$ cat config.mk
export PLATFORM = sky130hd
export DESIGN_NAME = tensor_core_matrix_loader
export DESIGN_NICKNAME = d
export VERILOG_FILES = /design/src/rtl/tensor_core_matrix_loader.sv
export SDC_FILE = /design/constraint.sdc
export NUM_CORES = 1
export LEC_CHECK = 0
export BUFFER_PORTS_ARGS = -buffer_cell sky130_fd_sc_hd__buf_2
export CORE_ASPECT_RATIO = 1.2
export CORE_MARGIN = 2
export CORE_UTILIZATION = 40
export DETAILED_ROUTE_END_ITERATION = 16
export GPL_ROUTABILITY_DRIVEN = 0
export MAX_ROUTING_LAYER = met4
export PLACE_DENSITY_LB_ADDON = 0.12
export RECOVER_POWER = 25
export SLEW_MARGIN = 20
export SYNTH_ARGS = -nofsm -noshare
export SYNTH_HDL_FRONTEND = slang
export SYNTH_SLANG_ARGS = --single-unit
$ cat constraint.sdc
create_clock -name clock_in -period 4.7 [get_ports clock_in]
set_clock_uncertainty 0.05 [all_clocks]
set_input_delay 0.94 -clock clock_in [delete_from_list [all_inputs] [get_ports clock_in]]
set_output_delay 0.94 -clock clock_in [all_outputs]
set_load 0.1 [all_outputs]
$ cat src/rtl/tensor_core_matrix_loader.sv
// Streaming loader for the tensor core register file.
// Collects the 18 signed operand elements (two 3x3 matrices, row-major)
// from a valid/ready byte stream. Flat addresses 0-15 are written four at a
// time through the quad port. Addresses 16-17 go through the single-element
// port, and a done pulse ends the load. All outputs are registered.
module tensor_core_matrix_loader #(
  parameter int NUM_ELEMENTS = 18,
  parameter int BUS_WIDTH    = 7
) (
  input  logic                              clock_in,
  input  logic                              reset_in,
  input  logic                              start_in,
  input  logic                              s_valid_in,
  input  logic signed [BUS_WIDTH:0]         s_data_in,
  output logic                              s_ready_out,
  output logic                              quad_write_enable_out,
  output logic [2:0]                        quad_write_register_address_out,
  output logic signed [3:0][BUS_WIDTH:0]    quad_write_data_out,
  output logic                              non_bulk_write_enable_out,
  output logic [4:0]                        non_bulk_write_register_address_out,
  output logic signed [BUS_WIDTH:0]         non_bulk_write_data_out,
  output logic                              busy_out,
  output logic                              done_out
);

  // Quad groups cover every element except the last two, which the quad
  // port cannot address and which are written one at a time.
  localparam int          QUAD_GROUPS = (NUM_ELEMENTS - 2) / 4;
  localparam logic [2:0]  LAST_GROUP  = 3'(QUAD_GROUPS);
  localparam logic [4:0]  TAIL_A_ADDR = 5'(NUM_ELEMENTS - 2);
  localparam logic [4:0]  TAIL_B_ADDR = 5'(NUM_ELEMENTS - 1);

  typedef enum logic [2:0] {
    IDLE,
    COLLECT,
    QUAD,
    TAIL_A,
    TAIL_B,
    DONE
  } state_t;

  state_t                          state, state_nxt;
  logic [1:0]                      lane, lane_nxt;
  logic [2:0]                      group, group_nxt;
  logic signed [3:0][BUS_WIDTH:0]  pack, pack_nxt;

  logic                            ready_nxt;
  logic                            busy_nxt;
  logic                            done_nxt;
  logic                            quad_we_nxt;
  logic [2:0]                      quad_addr_nxt;
  logic signed [3:0][BUS_WIDTH:0]  quad_data_nxt;
  logic                            nb_we_nxt;
  logic [4:0]                      nb_addr_nxt;
  logic signed [BUS_WIDTH:0]       nb_data_nxt;

  // Next-state, packing and next-output decode. Outputs are derived from
  // the next state so that they are registered with the state itself.
  always_comb begin
    state_nxt = state;
    lane_nxt  = lane;
    group_nxt = group;
    pack_nxt  = pack;

    unique case (state)
      IDLE: begin
        if (start_in) begin
          state_nxt = COLLECT;
          lane_nxt  = '0;
          group_nxt = '0;
        end
      end
      COLLECT: begin
        // s_ready_out is high exactly when the state is COLLECT.
        if (s_valid_in) begin
          pack_nxt[lane] = s_data_in;
          lane_nxt       = lane + 2'd1;
          if (group == LAST_GROUP && lane == 2'd1) begin
            state_nxt = TAIL_A;
          end else if (lane == 2'd3) begin
            state_nxt = QUAD;
          end
        end
      end
      QUAD: begin
        group_nxt = group + 3'd1;
        lane_nxt  = '0;
        state_nxt = COLLECT;
      end
      TAIL_A:  state_nxt = TAIL_B;
      TAIL_B:  state_nxt = DONE;
      DONE:    state_nxt = IDLE;
      default: state_nxt = IDLE;
    endcase

    ready_nxt     = (state_nxt == COLLECT);
    busy_nxt      = (state_nxt != IDLE);
    done_nxt      = (state_nxt == DONE);

    // The group counter only advances on leaving QUAD, so it still holds
    // the index of the group being written.
    quad_we_nxt   = (state_nxt == QUAD);
    quad_addr_nxt = quad_we_nxt ? group : 3'd0;
    quad_data_nxt = quad_we_nxt ? pack_nxt : '0;

    nb_we_nxt     = (state_nxt == TAIL_A) || (state_nxt == TAIL_B);
    nb_addr_nxt   = 5'd0;
    nb_data_nxt   = '0;
    if (state_nxt == TAIL_A) begin
      nb_addr_nxt = TAIL_A_ADDR;
      nb_data_nxt = pack_nxt[0];
    end else if (state_nxt == TAIL_B) begin
      nb_addr_nxt = TAIL_B_ADDR;
      nb_data_nxt = pack_nxt[1];
    end
  end

  // State, counters, packing buffer and registered outputs. Reset abandons
  // any partial load and clears every output and the buffer.
  always_ff @(posedge clock_in or posedge reset_in) begin
    if (reset_in) begin
      state                               <= IDLE;
      lane                                <= '0;
      group                               <= '0;
      pack                                <= '0;
      s_ready_out                         <= 1'b0;
      busy_out                            <= 1'b0;
      done_out                            <= 1'b0;
      quad_write_enable_out               <= 1'b0;
      quad_write_register_address_out     <= '0;
      quad_write_data_out                 <= '0;
      non_bulk_write_enable_out           <= 1'b0;
      non_bulk_write_register_address_out <= '0;
      non_bulk_write_data_out             <= '0;
    end else begin
      state                               <= state_nxt;
      lane                                <= lane_nxt;
      group                               <= group_nxt;
      pack                                <= pack_nxt;
      s_ready_out                         <= ready_nxt;
      busy_out                            <= busy_nxt;
      done_out                            <= done_nxt;
      quad_write_enable_out               <= quad_we_nxt;
      quad_write_register_address_out     <= quad_addr_nxt;
      quad_write_data_out                 <= quad_data_nxt;
      non_bulk_write_enable_out           <= nb_we_nxt;
      non_bulk_write_register_address_out <= nb_addr_nxt;
      non_bulk_write_data_out             <= nb_data_nxt;
    end
  end

endmodule

==> impl_metrics.toml <==
[yosys]
synth_top_area_share = 0.621
synth_ff_type = "dfrtp_1"
synth_seq_cells = 81
syn_inst = 261
yosys_warnings = 0
syn_area_sq_um = 3260
syn_area_per_cell_sq_um = 12.5
synth-seq-area-share = 0.621
yosys.area.top_type = "dfrtp_1"
synth-edff-count = 0
synth_area_leaders = "dfrtp_1 (62%), mux2_2 (8.3%), mux2i_1 (5.2%)"
ys_async_sr_fraction = 1.00
ys_types = 36

[run]
maxCapViolCount = 1

[clocking]
cts_buffer_depth = 2
clk_latency_ns = 0.36
postCtsHoldBufs = 0
cts-root-buf = "clkbuf_8"
cts_resized = 0
h-tree-depth = 3
cts_tree = "done"
clkTransAtPathRegs_ns = 0.07
cts_buffers = 9
cts.sinks = 81
post-cts-setup-buffer-count = 0

[detailed_routing]
drt_iter0_drc = 88
dr.pass1.iters = 4
ant_nets = 0
wl_mm = 6.83
wl_per_cell_um = 16.2
vias = 2122
viasPerCell = 5.04
drc = 0

[finish]
final_layout_size_suffix_gt1_frac = 0.325
n_antenna_cell = 0
layout.nets = 339
most-common-layout-cells = "dfrtp_1 (81), buf_2 (60), mux2_2 (24), nor2_1 (22), mux2i_1 (17)"
syn_to_final_growth_pct = 16.3
layout.cells.most_common = "dfrtp_1"
final_cell_area_sq_um = 3800

[floorplan]
core_sq_um = 8020
die_w_um = 86.5
pin_count = 65
dieArea_sq_um = 8900
row_count = 36
floorplan.die.height_um = 103
initial_utilization = 0.407

[timing]
setup_viol = 0
whs_ns = 0.456
fmax_mhz = 389
tightest_slew_ns = 2.56
rsz0062_at_grt = "false"
max_slew_margin = -0.719
finalCriticalPeriod_ns = 2.57
timing.final.crit_share = 0.547
fin_tns_setup_ns = 0
slew_viol_final = 59
hold_viol_final = 0

[critical_path]
startpoint = "reset_in"
path_class = "in -> async"
cp-end-kind = "async pin"
r2r_slack_ns = 2.24
timing.rr.end = "quad_write_data_out[29]"
crit_fanout = 58
r2r_start = "lane[1]"
worst_setup_path_start_kind = "primary input"
reg2reg_depth = 6
worstPathRequired_ns = 5.17
crit_path_end = "quad_write_data_out[7]"
worstPathArrival_ns = 3.05

[global_route]
track_usage = 0.171
overflow = 0
antenna_found_initial = 0
grt_max_degree = 59
grt_pass1_vias = 2075
grt_pass1_wl_mm = 10.8

[run_status]
outcome = "complete, but fails checks"
violations = "max-capacitance violations, max-slew violations"

[hold_path]
hp-class = "reg -> reg"

[pwr]
comb_power_share = 0.351
finalPower_mw = 2.23
power.density_nw_per_um2 = 587
power_switching_uw = 850
power_frac_clock = 0.224
p_leak_nw = 1.95
irDropWorstVdd_v = 0.000265
seqPwrFrac = 0.425
p_sw_frac = 0.382
power.internal_mw = 1.38

[place]
placed_area_sq_um = 3610
dp.final_hpwl_mm = 4.49
port_buffers = 61
==> stage by stage <==
stage | setup slack (ns) | utilization | instances
floorplan | 1.63 | - | 263
global placement | 2.21 | 0.450 | 405
detailed placement | 2.22 | 0.450 | 405
CTS | 2.19 | 0.474 | 421
global route | 1.72 | 0.474 | 421
finish | 2.13 | 0.474 | 421
==> layer usage <==
metal  GRT usage  share of wire  routed length, um  up-vias
met5           -              0                  0        -
met4      0.0974          0.026                177        0
met3      0.0280          0.034                233       13
met2       0.266           0.49               3350       49
met1       0.211           0.45               3060     1060
li1            -              -                  -     1000
==> logic make-up (layout without fill, tap and decap cells) <==
| kind of cell | Yosys count | count (layout) | synth area share |
|---|---|---|---|
| DFF | 81 | 81 | 0.621 |
| and+or+nand+nor | 73 | 73 | 0.117 |
| muxes | 41 | 41 | 0.135 |
| AOI/OAI and AO/OA | 33 | 33 | 0.0586 |
| buffers and inverters | 25 | 88 | 0.0418 |
| adders and majority gates | 6 | 6 | 0.0230 |
| other | 1 | 3 | 0.00115 |
| xor gates and xnor gates | 1 | 1 | 0.00268 |
==> synth_stat cells (all sizes together), types with 2 or more instances <==
library cell and count:
nand3 10, buf 11, ha 6, dfrtp 81, nand2 14, clkbuf 5, nor2 22, nor2b 2
mux2 24, a21oi 10, and2 8, o21ai 15, nand2b 10, mux2i 17, inv 9
==> sequential cells by signal, indices dropped and copies added, names as in the netlist <==
register and count:
busy_out 1, done_out 1, group 3, lane 2, non_bulk_write_data_out 8, non_bulk_write_register_address_out 2
pack 24, quad_write_data_out 32, quad_write_enable_out 1, quad_write_register_address_out 3, s_ready_out 1, state 3
==> power groups by stage <==
stage	Sequential (mW)	Clock [mW]	Combinational, mW
4_1_cts	0.945	0.517	0.796
6_report	0.947	0.500	0.782
5_1_grt	0.967	0.541	0.852
3_3_place_gp	0.953	0	0.785
3_5_place_dp	0.960	0	0.793
2_1_floorplan	1.15	0	0.459
==> critical path, stage by stage <==
cell,delay [ns]
buf_2,0.10
clkinvlp_2,1.44
buf_4,0.52
==> layout make-up <==
type / instances / area (sq um)
repair buffers: 63 / 319
well taps: 95 / 119
clock inverters: 3 / 40.0
inverters: 9 / 35.0
fillers: 774 / 4220
multi-input cells: 157 / 1110
flip-flops and latches: 81 / 2030
clock buffers: 13 / 149
==> worst min path at each step <==
stage | startpoint | to | cells after the start
5_1_grt | pack[21] | pack[21] | 1
2_1_floorplan | pack[8] | non_bulk_write_data_out[0] | 2
4_1_cts | pack[22] | pack[22] | 1
3_3_place_gp | pack[9] | non_bulk_write_data_out[1] | 2
3_5_place_dp | pack[10] | non_bulk_write_data_out[2] | 2
6_report | pack[22] | pack[22] | 1
Power figures use the tool's default switching activity.
